## src/rtl/axi4_lite_reg_slave.sv

```systemverilog
`default_nettype none
// ============================================================================
//  Module      : axi4_lite_reg_slave
//  Description : AXI4-Lite responder exposing NUM_REGS 32-bit read/write
//                control registers. Terminates AW/W/B and AR/R.
//                Register contents are exported on reg_q, and reg_wr pulses
//                for one cycle for every register that a write updates.
//  Ports       : aclk/areset             clock, synchronous active-high reset
//                aw*/w*/b*               write address / data / response
//                ar*/r*                  read address / data
//                reg_q                   current register contents (reg i at
//                                        bits [32*i+31:32*i])
//                reg_wr                  per-register one-cycle write pulse
//  Revision    : 1.0 - initial release
// ============================================================================
module axi4_lite_reg_slave #(
    parameter int                     ADDR_W      = 8,
    parameter int                     NUM_REGS    = 8,
    parameter logic [NUM_REGS*32-1:0] RESET_VALUE = '0,
    parameter logic [NUM_REGS-1:0]    PRIV_MASK   = '0
) (
    input  logic                     aclk,
    input  logic                     areset,
    // write address
    input  logic [ADDR_W-1:0]        awaddr,
    input  logic [2:0]               awprot,
    input  logic                     awvalid,
    output logic                     awready,
    // write data
    input  logic [31:0]              wdata,
    input  logic [3:0]               wstrb,
    input  logic                     wvalid,
    output logic                     wready,
    // write response
    output logic [1:0]               bresp,
    output logic                     bvalid,
    input  logic                     bready,
    // read address
    input  logic [ADDR_W-1:0]        araddr,
    input  logic [2:0]               arprot,
    input  logic                     arvalid,
    output logic                     arready,
    // read data
    output logic [31:0]              rdata,
    output logic [1:0]               rresp,
    output logic                     rvalid,
    input  logic                     rready,
    // register file view
    output logic [NUM_REGS*32-1:0]   reg_q,
    output logic [NUM_REGS-1:0]      reg_wr
);

    localparam int         IDX_W       = ADDR_W - 2;

    localparam logic [1:0] RESP_OKAY   = 2'b00;
    localparam logic [1:0] RESP_SLVERR = 2'b10;
    localparam logic [1:0] RESP_DECERR = 2'b11;

    localparam logic [0:0] WR_IDLE     = 1'b0;
    localparam logic [0:0] WR_RESP     = 1'b1;
    localparam logic [0:0] RD_IDLE     = 1'b0;
    localparam logic [0:0] RD_RESP     = 1'b1;

    // ------------------------------------------------------------------
    // State and storage
    // ------------------------------------------------------------------
    logic [0:0]               wr_state_q, wr_state_d;
    logic [0:0]               rd_state_q, rd_state_d;

    logic                     aw_done_q;
    logic [IDX_W-1:0]         aw_idx_q;
    logic                     aw_priv_q;
    logic                     w_done_q;
    logic [31:0]              wdata_q;
    logic [3:0]               wstrb_q;

    logic [1:0]               bresp_q;
    logic [31:0]              rdata_q;
    logic [1:0]               rresp_q;
    logic [NUM_REGS*32-1:0]   regs_q;
    logic [NUM_REGS-1:0]      reg_wr_q;

    // ------------------------------------------------------------------
    // Write-side decode. An address or data beat captured earlier takes
    // precedence over the live bus, so the commit sees a consistent pair
    // whatever order AW and W arrived in.
    // ------------------------------------------------------------------
    logic                     w_aw_hs;
    logic                     w_w_hs;
    logic                     w_ar_hs;
    logic                     w_wr_go;
    logic [IDX_W-1:0]         w_wr_idx;
    logic [IDX_W-1:0]         w_rd_idx;
    logic                     w_wr_priv;
    logic [31:0]              w_wdata;
    logic [3:0]               w_wstrb;
    logic [NUM_REGS-1:0]      w_wr_hit;
    logic [NUM_REGS-1:0]      w_rd_hit;
    logic [1:0]               w_wr_resp;
    logic [1:0]               w_rd_resp;
    logic [31:0]              w_rd_word;

    // Security/type protection bits and the byte offset are not decoded.
    logic                     w_unused;
    assign w_unused = ^{awprot[2:1], arprot[2:1], awaddr[1:0], araddr[1:0]};

    assign w_aw_hs   = awvalid & awready;
    assign w_w_hs    = wvalid & wready;
    assign w_ar_hs   = arvalid & arready;

    assign w_wr_idx  = aw_done_q ? aw_idx_q  : awaddr[ADDR_W-1:2];
    assign w_wr_priv = aw_done_q ? aw_priv_q : awprot[0];
    assign w_wdata   = w_done_q  ? wdata_q   : wdata;
    assign w_wstrb   = w_done_q  ? wstrb_q   : wstrb;
    assign w_rd_idx  = araddr[ADDR_W-1:2];

    // Commit on the edge that completes the later of the two handshakes.
    assign w_wr_go   = (wr_state_q == WR_IDLE) & (aw_done_q | w_aw_hs) & (w_done_q | w_w_hs);

    for (genvar i = 0; i < NUM_REGS; i++) begin : g_dec
        assign w_wr_hit[i] = (w_wr_idx == IDX_W'(i));
        assign w_rd_hit[i] = (w_rd_idx == IDX_W'(i));
    end

    // No hit means the index lies beyond the register file.
    function automatic logic [1:0] decode_resp(input logic [NUM_REGS-1:0] hit,
                                               input logic                priv);
        if (hit == '0)
            return RESP_DECERR;
        else if (((hit & PRIV_MASK) != '0) && !priv)
            return RESP_SLVERR;
        else
            return RESP_OKAY;
    endfunction

    assign w_wr_resp = decode_resp(w_wr_hit, w_wr_priv);
    assign w_rd_resp = decode_resp(w_rd_hit, arprot[0]);

    always_comb begin
        w_rd_word = '0;
        for (int i = 0; i < NUM_REGS; i++) begin
            if (w_rd_hit[i]) w_rd_word = regs_q[32*i +: 32];
        end
    end

    // ------------------------------------------------------------------
    // FSM state registers
    // ------------------------------------------------------------------
    always_ff @(posedge aclk) begin
        if (areset) begin
            wr_state_q <= WR_IDLE;
            rd_state_q <= RD_IDLE;
        end else begin
            wr_state_q <= wr_state_d;
            rd_state_q <= rd_state_d;
        end
    end

    // ------------------------------------------------------------------
    // FSM next-state logic
    // ------------------------------------------------------------------
    always_comb begin
        wr_state_d = wr_state_q;
        case (wr_state_q)
            WR_IDLE: if (w_wr_go) wr_state_d = WR_RESP;
            WR_RESP: if (bready)  wr_state_d = WR_IDLE;
            default:              wr_state_d = WR_IDLE;
        endcase
    end

    always_comb begin
        rd_state_d = rd_state_q;
        case (rd_state_q)
            RD_IDLE: if (w_ar_hs) rd_state_d = RD_RESP;
            RD_RESP: if (rready)  rd_state_d = RD_IDLE;
            default:              rd_state_d = RD_IDLE;
        endcase
    end

    // ------------------------------------------------------------------
    // FSM outputs. Ready is forced low while reset is asserted so nothing
    // can be accepted in a cycle that is about to be discarded.
    // ------------------------------------------------------------------
    always_comb begin
        awready = !areset && (wr_state_q == WR_IDLE) && !aw_done_q;
        wready  = !areset && (wr_state_q == WR_IDLE) && !w_done_q;
        bvalid  = (wr_state_q == WR_RESP);
        arready = !areset && (rd_state_q == RD_IDLE);
        rvalid  = (rd_state_q == RD_RESP);
    end

    // ------------------------------------------------------------------
    // Write capture, register file and write response
    // ------------------------------------------------------------------
    always_ff @(posedge aclk) begin
        if (areset) begin
            aw_done_q <= 1'b0;
            aw_idx_q  <= '0;
            aw_priv_q <= 1'b0;
            w_done_q  <= 1'b0;
            wdata_q   <= '0;
            wstrb_q   <= '0;
            bresp_q   <= RESP_OKAY;
            regs_q    <= RESET_VALUE;
            reg_wr_q  <= '0;
        end else begin
            reg_wr_q <= '0;
            if (w_wr_go) begin
                aw_done_q <= 1'b0;
                w_done_q  <= 1'b0;
                bresp_q   <= w_wr_resp;
                if (w_wr_resp == RESP_OKAY) begin
                    // Strobe pulses even when wstrb is zero.
                    reg_wr_q <= w_wr_hit;
                    for (int i = 0; i < NUM_REGS; i++) begin
                        for (int k = 0; k < 4; k++) begin
                            if (w_wr_hit[i] && w_wstrb[k])
                                regs_q[32*i + 8*k +: 8] <= w_wdata[8*k +: 8];
                        end
                    end
                end
            end else begin
                if (w_aw_hs) begin
                    aw_done_q <= 1'b1;
                    aw_idx_q  <= awaddr[ADDR_W-1:2];
                    aw_priv_q <= awprot[0];
                end
                if (w_w_hs) begin
                    w_done_q <= 1'b1;
                    wdata_q  <= wdata;
                    wstrb_q  <= wstrb;
                end
            end
        end
    end

    // ------------------------------------------------------------------
    // Read data path. regs_q is sampled before any same-edge write lands,
    // so a colliding read returns the old contents.
    // ------------------------------------------------------------------
    always_ff @(posedge aclk) begin
        if (areset) begin
            rdata_q <= '0;
            rresp_q <= RESP_OKAY;
        end else if (w_ar_hs) begin
            rresp_q <= w_rd_resp;
            rdata_q <= (w_rd_resp == RESP_OKAY) ? w_rd_word : 32'h0;
        end
    end

    assign bresp  = bresp_q;
    assign rdata  = rdata_q;
    assign rresp  = rresp_q;
    assign reg_q  = regs_q;
    assign reg_wr = reg_wr_q;

endmodule
`default_nettype wire

```

## config.mk

```make
export PLATFORM = sky130hd
export DESIGN_NAME = axi4_lite_reg_slave
export DESIGN_NICKNAME = d
export VERILOG_FILES = /design/src/rtl/axi4_lite_reg_slave.sv
export SDC_FILE = /design/constraint.sdc
export NUM_CORES = 1
export LEC_CHECK = 0
export CAP_MARGIN = 5
export CORE_MARGIN = 2
export CORE_UTILIZATION = 50
export DETAILED_ROUTE_END_ITERATION = 12
export PLACE_DENSITY = 0.86
export REMOVE_ABC_BUFFERS = 1
export SYNTH_ARGS = -nofsm -noshare
export SYNTH_HDL_FRONTEND = slang
export SYNTH_SLANG_ARGS = --single-unit
```

## constraint.sdc

```tcl
create_clock -name aclk -period 3.09 [get_ports aclk]
set_input_delay 0.4635 -clock aclk [delete_from_list [all_inputs] [get_ports aclk]]
set_output_delay 0.4635 -clock aclk [all_outputs]
set_load 0.05 [all_outputs]
```

==> metrics.yaml <==
critical_path:
  critPathMaxFanout: 15
  crit_required_ns: 2.63
  end_kind: "primary output"
  start_kind: "flop"
  crit_type: "flop to primary output"
  r2r_cells: 5
  cp_data_arrival_time_ns: 2.17
synth:
  synth_top_family_by_area: "multiplexers"
  syn_area_sq_mm: 0.01535
  synth_xor_area_frac: 0
  ys_types: 46
  synth_edf_count: 0
  async_flop_share: 0
  avgSynthCellArea_sq_um: 10.01
  synth.mux.area_fraction: 0.2650
  synth_compound_gate_area_share: 0.1003
  syn_inst: 1533
  synth-simple-area-share: 0.1552
  yosysSeqAreaShare: 0.4486
  ys.flop_type: "dfxtp_1"
  synth_seq_cells: 344
  synth_adder_area_share: 0
  synth_warnings: 0
timing:
  slew_headroom: 0.1886
  setup_viol: 0
  tightest_slew_ns: 1.217
  period_needed_ns: 2.629
  fin_skew_ns: 0.01565
  rsz0062_at_grt: "no"
  finalHoldViolations: 0
  final-max-slew-violation-count: 0
  max_freq_mhz: 380.4
  finalCritPeriodShare: 0.8508
finish:
  layout_commonest_cell: "nand2_1"
  layout-drive-gt1-share: 0.1359
  final_cell_mix: "358 x nand2_1, 355 x clkdlybuf4s50_1, 343 x dfxtp_1, 294 x mux2i_1, 76 x buf_4"
  regArea_sq_mm: 0.006888
  layoutNonFillerInstCount: 2320
  multi_input_area_sq_mm: 0.008068
  fillers: 2213
  fin_util: 0.6926
  area_delta_synth_final_pct: 37.29
  finalNetCount: 1960
power_and_ir_drop:
  p_leak_nw: 8.235
  peakVddDrop_mv: 0.3522
  power_density_mw_per_mm2: 484.1
  p_total_mw: 10.20
floorplanning:
  die_y_microns: 179.2
  rows: 64
  die_x_microns: 179.2
  die_area_sq_mm: 0.03212
  core_sq_mm: 0.03043
  start_util: 0.5045
  top_level_ports: 370
global_routing:
  grt_pass1_vias: 13980
  gr-total-overflow: 0
  grt_max_degree: 134
  antenna_found_initial: 7
  grt_pass1_wl_mm: 78.25
  grt_usage: 0.3165
route:
  firstDrtPassIters: 5
  vias: 14010
  post-route-drc-count: 0
  ant_nets: 0
  wl_per_cell_microns: 22.66
  wirelength_mm: 52.58
  via_per_inst: 6.041
  drt_iter0_markers: 1039
placement:
  portBuffers: 359
  dpl.cell_count: 2251
  gp_congestion: 0.8668
  place_hpwl_mm: 34.76
min_path:
  hold_path.class: "flop to flop"
  worstHoldPathCells: 2
clocking:
  htreeDepth: 2
  cts_buffers: 38
  clk_latency_ns: 0.52
  clkTransAtPathRegs_ns: 0.06
  cts_setup_buffers: 0
  clkSinkCount: 344
  root_buffer: "clkbuf_16"
  clock_path_buffers: 3
  ctsResizeCount: 0
  cts_hold_buf: 0
  cts_tree: "built"
job:
  cap_violations: 0
run_status:
  status: "finished, final reports clean"
cells by family after synthesis:
| family | count (synthesis) |
|---|---|
| AOI/OAI and AO/OA | 225 |
| muxes | 362 |
| buffers and inverters | 119 |
| and+or+nand+nor | 483 |
| DFF | 344 |
power breakdown:
| part | switching [mW] | internal (mW) | leakage [nW] | total (mW) |
|---|---|---|---|---|
| Combinational | 0.584 | 0.306 | 4.80 | 0.890 |
| Sequential | 0.0341 | 4.47 | 2.77 | 4.51 |
| Clock | 1.80 | 3.00 | 0.664 | 4.80 |
| Total | 2.42 | 7.78 | 8.24 | 10.2 |
worst paths after layout:
kind / from / end / slack, ns
worst max-delay path: aw_done_q$_SDFFE_PP0P_ / awready / 0.46
worst min-delay path: rdata[13]$_SDFFE_PP0P_ / rdata[13]$_SDFFE_PP0P_ / 0.47
worst max register to register: aw_done_q$_SDFFE_PP0P_ / reg_q[148]$_SDFFE_PP0P_ / 0.68
worst min register to register: rdata[13]$_SDFFE_PP0P_ / rdata[13]$_SDFFE_PP0P_ / 0.47
metrics by stage:
| stage | worst slack (ns) | hold WS [ns] | TNS, ns | instance area (sq um) |
|---|---|---|---|---|
| 6_report | 0.4611 | 0.4659 | 0 | 21080 |
| 2_1_floorplan | -2.050 | 0.4440 | -409.13 | 14890 |
| 4_1_cts | 0.4612 | 0.4708 | 0 | 21070 |
| 3_3_place_gp | 0.3577 | 0.4448 | 0 | 19730 |
| 3_5_place_dp | 0.2259 | 0.4518 | 0 | 19730 |
| 5_1_grt | 0.4223 | 0.4892 | 0 | 21070 |
flip-flops by register name, indices dropped and copies added, names as in the netlist:
register	count
rresp	1
reg_q	256
aw_done_q	1
wstrb_q	4
rvalid	1
reg_wr	8
bvalid	1
w_done_q	1
aw_idx_q	6
rdata	32
wdata_q	32
bresp	1
per-layer routing:
| layer | part of all wire | GRT usage |
|---|---|---|
| met1 | 0.38 | 0.3791 |
| met2 | 0.48 | 0.5301 |
| met3 | 0.093 | 0.08270 |
| met4 | 0.047 | 0.1489 |
| met5 | 0.0011 | 0 |
synth_stat cells (all sizes together) (4+ instances only):
cell / instances / area share
a21boi: 4 / 0.0020
a21oi: 41 / 0.013
a221oi: 30 / 0.017
a2bb2oi: 31 / 0.018
buf: 32 / 0.0096
clkbuf: 84 / 0.021
dfxtp: 344 / 0.45
mux2: 36 / 0.026
mux2i: 294 / 0.19
mux4: 32 / 0.047
nand2: 359 / 0.088
nand2b: 7 / 0.0029
nand3: 37 / 0.012
nand4: 17 / 0.013
nor2: 19 / 0.0046
nor2b: 6 / 0.0024
nor3: 12 / 0.0039
nor4: 17 / 0.023
o21ai: 71 / 0.023
o221ai: 31 / 0.018
critical path: stages, from the launching register on:
cell and delay [ns]:
dfxtp_1 0.36, buf_4 0.22, nor3_1 0.19, clkdlybuf4s50_1 0.89
area by class of cell:
type | count | area share
multi-input cells | 1070 | 0.3828
flip-flops and latches | 344 | 0.3268
repair buffers | 438 | 0.2019
clock buffers | 58 | 0.05693
well taps | 396 | 0.02351
clock inverters | 8 | 0.006827
inverters | 3 | 0.0008905
diodes | 3 | 0.0003562
(Power assumes the default switching activity.)
